===== src/rtl/alu_pkg.sv =====
// Shared ALU-64 definitions: operation modes and sequencer state encoding.
package alu_pkg;

  localparam logic MODE_MUL = 1'b0;
  localparam logic MODE_DIV = 1'b1;

  typedef enum logic [1:0] {
    IDLE = 2'd0,
    RUN  = 2'd1,
    DONE = 2'd2
  } state_t;

endpackage


===== src/rtl/aq_step.sv =====
// One combinational iteration of the A/Q datapath: Booth radix-2 multiply step
// or restoring divide step, selected by mode.
module aq_step
  import alu_pkg::*;
#(
  parameter int W = 16
) (
  input  logic [W:0]   a,
  input  logic [W-1:0] q,
  input  logic         q1,
  input  logic [W:0]   m,
  input  logic         mode,
  output logic [W:0]   a_nxt,
  output logic [W-1:0] q_nxt,
  output logic         q1_nxt
);

  logic signed [W:0] sum;
  logic [W:0]        a_sh;
  logic [W-1:0]      q_sh;
  logic [W:0]        diff;

  always_comb begin
    sum    = a;
    a_sh   = {a[W-1:0], q[W-1]};
    q_sh   = {q[W-2:0], 1'b0};
    diff   = a_sh - m;
    a_nxt  = a;
    q_nxt  = q;
    q1_nxt = q1;

    if (mode == MODE_MUL) begin
      case ({q[0], q1})
        2'b01:   sum = a + m;
        2'b10:   sum = a - m;
        default: sum = a;
      endcase
      // Arithmetic shift of {A,Q,Q_1}: A's sign bit replicates into the top.
      a_nxt  = {sum[W], sum[W:1]};
      q_nxt  = {sum[0], q[W-1:1]};
      q1_nxt = q[0];
    end else begin
      // A negative trial difference means the divisor did not fit: restore.
      if (diff[W]) begin
        a_nxt = a_sh;
        q_nxt = q_sh;
      end else begin
        a_nxt = diff;
        q_nxt = q_sh | {{(W-1){1'b0}}, 1'b1};
      end
    end
  end

endmodule


===== src/rtl/aq_seq_unit.sv =====
// Multi-cycle signed multiply / unsigned divide: A/Q register pair, iteration
// counter and IDLE/RUN/DONE sequencer with a divide-by-zero bypass.
module aq_seq_unit
  import alu_pkg::*;
#(
  parameter int W = 16
) (
  input  logic         clk,
  input  logic         rst_b,
  input  logic         start,
  input  logic         mode,
  input  logic [W-1:0] op_a,
  input  logic [W-1:0] op_b,
  output logic         busy,
  output logic         done,
  output logic         div_by_zero,
  output logic [W-1:0] res_hi,
  output logic [W-1:0] res_lo
);

  localparam int CW = $clog2(W + 1);

  state_t         state, state_nxt;
  logic [W:0]     a_r, m_r;
  logic [W-1:0]   q_r;
  logic           q1_r;
  logic [CW-1:0]  cnt_r;
  logic           mode_r;
  logic           dbz_r;

  logic [W:0]     a_step;
  logic [W-1:0]   q_step;
  logic           q1_step;
  logic           accept;
  logic           zero_div;

  assign accept   = start && ((state == IDLE) || (state == DONE));
  assign zero_div = (mode == MODE_DIV) && (op_a == '0);

  aq_step #(.W(W)) u_step (
    .a      (a_r),
    .q      (q_r),
    .q1     (q1_r),
    .m      (m_r),
    .mode   (mode_r),
    .a_nxt  (a_step),
    .q_nxt  (q_step),
    .q1_nxt (q1_step)
  );

  always_comb begin
    state_nxt = state;
    if (accept) begin
      state_nxt = zero_div ? DONE : RUN;
    end else begin
      case (state)
        IDLE:    state_nxt = IDLE;
        RUN:     state_nxt = (cnt_r == CW'(1)) ? DONE : RUN;
        DONE:    state_nxt = IDLE;
        default: state_nxt = IDLE;
      endcase
    end
  end

  always_ff @(posedge clk or negedge rst_b) begin
    if (!rst_b) begin
      state  <= IDLE;
      a_r    <= '0;
      q_r    <= '0;
      q1_r   <= 1'b0;
      m_r    <= '0;
      cnt_r  <= '0;
      mode_r <= 1'b0;
      dbz_r  <= 1'b0;
    end else begin
      state <= state_nxt;
      if (accept) begin
        mode_r <= mode;
        dbz_r  <= zero_div;
        cnt_r  <= CW'(W);
        q1_r   <= 1'b0;
        // Divide by zero skips iteration and presents the final result directly.
        if (zero_div) begin
          a_r <= {1'b0, op_b};
          q_r <= '1;
          m_r <= '0;
        end else begin
          a_r <= '0;
          q_r <= op_b;
          m_r <= (mode == MODE_MUL) ? {op_a[W-1], op_a} : {1'b0, op_a};
        end
      end else if (state == RUN) begin
        a_r   <= a_step;
        q_r   <= q_step;
        q1_r  <= q1_step;
        cnt_r <= cnt_r - CW'(1);
      end
    end
  end

  assign busy        = (state == RUN);
  assign done        = (state == DONE);
  assign div_by_zero = dbz_r;
  assign res_hi      = a_r[W-1:0];
  assign res_lo      = q_r;

endmodule


===== config.mk =====
export PLATFORM = sky130hd
export DESIGN_NAME = aq_seq_unit
export DESIGN_NICKNAME = d
export VERILOG_FILES = /design/src/rtl/alu_pkg.sv /design/src/rtl/aq_step.sv /design/src/rtl/aq_seq_unit.sv
export SDC_FILE = /design/constraint.sdc
export NUM_CORES = 1
export LEC_CHECK = 0
export ABC_CLOCK_PERIOD_IN_PS = 4900
export BUFFER_PORTS_ARGS = -buffer_cell sky130_fd_sc_hd__clkbuf_2
export CORE_MARGIN = 4
export CORE_UTILIZATION = 45
export CTS_BUF_LIST = sky130_fd_sc_hd__clkbuf_4 sky130_fd_sc_hd__clkbuf_8
export DETAILED_ROUTE_END_ITERATION = 6
export GPL_ROUTABILITY_DRIVEN = 0
export GPL_TIMING_DRIVEN = 1
export HOLD_SLACK_MARGIN = 0.03
export PLACE_DENSITY = 0.62
export SLEW_MARGIN = 20
export SYNTH_ARGS = -nofsm -noshare
export SYNTH_HDL_FRONTEND = slang
export SYNTH_HIERARCHICAL = 1
export SYNTH_SLANG_ARGS = --single-unit
export TNS_END_PERCENT = 1

===== constraint.sdc =====
create_clock -name clk -period 4.9 [get_ports clk]
set_input_delay 0.49 -clock clk [delete_from_list [all_inputs] [get_ports clk]]
set_output_delay 0.49 -clock clk [all_outputs]
set_load 0.005 [all_outputs]

==> results.json <==
{
  "route.detailed.drc": 0,
  "crit_type": "register to register",
  "path_max_fanout": 16,
  "die_area_um2": 15300,
  "syn-cell-area_um2": 6010,
  "ant_nets": 0,
  "max_stage_delay_ps": 640,
  "drv_slew": 0,
  "grt_max_degree": 61,
  "drive_above_1_share": 0.233,
  "final-setup-viol-count": 0,
  "cp.required_ps": 5110,
  "wl_met2_mm": 7.80,
  "ys_types": 65,
  "postCtsResizedCells": 0,
  "grt_overflow_total": 0,
  "pin_count": 71,
  "ys_ff_latch": 60,
  "die_y_um": 124,
  "worstMarginPinSlew_ps": 1100,
  "avgSynthCellArea_um2": 8.73,
  "core_um2": 12800,
  "synth_ff_type": "dfrtp_1",
  "cts_num_sinks": 60,
  "fin_tns_setup_ps": 0,
  "rows": 41,
  "final_cell_mix": "nand2_1 (71), clkbuf_2 (70), dfrtp_1 (60), mux2i_1 (51), mux2_2 (48)",
  "maxCapViolCount": 0,
  "grt_pass1_vias": 5359,
  "grt_pass1_wl_mm": 27.6,
  "ys_seq_area_frac": 0.250,
  "postCtsHoldBufs": 0,
  "crit_family": "compound AO/OA/AOI/OAI gates",
  "clock.fmax_mhz": 230,
  "r2r_cells": 15,
  "slew_headroom": 0.260,
  "wl_per_cell_um": 18.5,
  "crit_arrival_ps": 4560,
  "numCtsBuffers": 9,
  "crit_slowest_cell": "ha_1",
  "track_usage": 0.229,
  "synth_cells": 688,
  "dpl.hpwl_mm": 12.3,
  "timing.hold.ws_ps": 281,
  "vias": 5338,
  "start_kind": "register",
  "rsz0062_at_grt": "false",
  "end_kind": "register",
  "dr.pass1.iters": 5,
  "hold_viol_final": 0,
  "cts.clk_slew.worst_paths_ps": 70,
  "synthArstFlopShare": 1.00,
  "post_cts_buffers": 0,
  "stdcell_count": 902,
  "status": "complete, no violations",
  "layout_commonest_cell": "nand2_1",
  "synth_edf_count": 0,
  "critPathBufInv": 0,
  "clkLatencyLatePin_ps": 360,
  "cts_root_buf": "clkbuf_8",
  "hp-class": "input port to asynchronous set/reset pin",
  "start_util": 0.468,
  "diodes": 0,
  "r2r-start": "res_lo[0]$_DFFE_PN0P_",
  "yosysWarnings": 6,
  "period_minus_slack_ps": 4350,
  "placed_cells": 886,
  "port-buffer-count": 70,
  "vias_per_cell": 5.92,
  "top_layer": "met4",
  "multi_input_area_um2": 4100,
  "area_delta_synth_final_pct": 9.16,
  "antenna_found_initial": 0,
  "drt-met1-wl_mm": 7.72,
  "clockBufferDepth": 2,
  "wl_met3_um": 752,
  "worstReg2RegEnd": "a_r[15]$_DFFE_PN0P_",
  "clock_skew_ps": 12.0,
  "synth_nets": 762,
  "min_period_over_period": 0.887,
  "cp_cell_sequence": "ha_1 -> a21oi_1 -> xnor2_1 -> ha_1 -> a2111oi_1 -> o211ai_1 -> o211ai_1 -> a211o_1 -> a31oi_1 -> nor3b_1 -> xor2_1 -> o22a_1 -> mux2_2 -> a22oi_1 -> o21ai_1",
  "nNetsFinal": 799,
  "tritoncts": "built",
  "drt-total-wl_mm": 16.7,
  "seqCellArea_um2": 1500,
  "die_w_um": 124,
  "h-tree-depth": 3,
  "drt_first_iter_violations": 385,
  "r2r_slack_ps": 550,
  "fillerInstances": 1264
}
## worst register-to-register path: cells and delay by family (launching register included)
family	cells	cell delay (ps)
xor gates and xnor gates	2	380
muxes	1	260
adders and majority gates	2	980
and+or+nand+nor	1	290
DFF	1	460
AOI/OAI and AO/OA	9	1840
## per-stage QoR
stage,utilization,instance area [µm²],worst slack (ps)
6_report,0.511,6560,553
5_1_grt,0.511,6560,292
4_1_cts,0.511,6560,632
3_5_place_dp,0.494,6330,669
3_3_place_gp,0.494,6330,720
2_1_floorplan,-,6010,1220
## layout make-up
| class | count | share of cell area |
|---|---|---|
| Multi-Input combinational cell | 548 | 0.625 |
| Sequential cell | 60 | 0.229 |
| Timing Repair Buffer | 78 | 0.0626 |
| Tap cell | 172 | 0.0328 |
| Clock buffer | 10 | 0.0210 |
| Inverter | 28 | 0.0160 |
| Clock inverter | 6 | 0.0134 |
## cells in the mapped netlist (5+ instances only)
| library cell | number | share of area |
|---|---|---|
| a211oi_1 | 12 | 0.015 |
| a21oi_1 | 38 | 0.032 |
| a22oi_1 | 17 | 0.021 |
| a31oi_1 | 9 | 0.0094 |
| and3_1 | 5 | 0.0052 |
| buf_2 | 15 | 0.012 |
| buf_4 | 18 | 0.022 |
| clkbuf_1 | 13 | 0.0081 |
| dfrtp_1 | 60 | 0.25 |
| ha_1 | 36 | 0.075 |
| inv_1 | 28 | 0.017 |
| mux2_2 | 48 | 0.090 |
| mux2i_1 | 51 | 0.085 |
| nand2_1 | 71 | 0.044 |
| nand2b_1 | 10 | 0.010 |
| nand3_1 | 6 | 0.0050 |
| nand4_1 | 17 | 0.018 |
| nor2_1 | 43 | 0.027 |
| nor2b_1 | 7 | 0.0073 |
| nor3_1 | 8 | 0.0067 |
| nor4_1 | 5 | 0.0052 |
| o21a_1 | 7 | 0.0087 |
| o21ai_0 | 28 | 0.023 |
| o21ai_1 | 14 | 0.012 |
| o21ai_2 | 10 | 0.015 |
| xnor2_1 | 28 | 0.041 |
| xor2_1 | 10 | 0.015 |
## registers in the layout, indices dropped and copies added, names as in the netlist
signal       flops
q1_r             1
res_lo          16
mode_r           1
state            2
div_by_zero      1
cnt_r            5
m_r             17
a_r             17
## routing by layer
| layer | GRT usage | vias to the layer above |
|---|---|---|
| met5 | 0 | - |
| met4 | 0.0747 | 0 |
| met3 | 0.0430 | 33 |
| met2 | 0.368 | 154 |
| met1 | 0.312 | 2589 |
| li1 | - | 2562 |
## cell families after synthesis
| family | count (synthesis) | synth area share |
|---|---|---|
| simple gates | 196 | 0.166 |
| compound gates | 175 | 0.197 |
| mux | 101 | 0.180 |
| buf+inv | 80 | 0.0694 |
| flops | 60 | 0.250 |
| xor+xnor | 38 | 0.0554 |
| fa+ha+maj | 38 | 0.0816 |
## how the worst max path moves through the flow
| stage | from | end | slack (ps) | cells after the start |
|---|---|---|---|---|
| floorplan | res_lo[0]$_DFFE_PN0P_ | a_r[15]$_DFFE_PN0P_ | 1220 | 17 |
| global placement | res_lo[0]$_DFFE_PN0P_ | a_r[15]$_DFFE_PN0P_ | 720 | 15 |
| detailed placement | res_lo[0]$_DFFE_PN0P_ | a_r[15]$_DFFE_PN0P_ | 670 | 15 |
| CTS | res_lo[0]$_DFFE_PN0P_ | a_r[15]$_DFFE_PN0P_ | 630 | 15 |
| global route | res_lo[0]$_DFFE_PN0P_ | a_r[15]$_DFFE_PN0P_ | 290 | 15 |
| finish | res_lo[0]$_DFFE_PN0P_ | a_r[15]$_DFFE_PN0P_ | 550 | 15 |
Power is not shown: default switching activity piles up to over one toggle a cycle in this logic, so the estimate is an artifact.
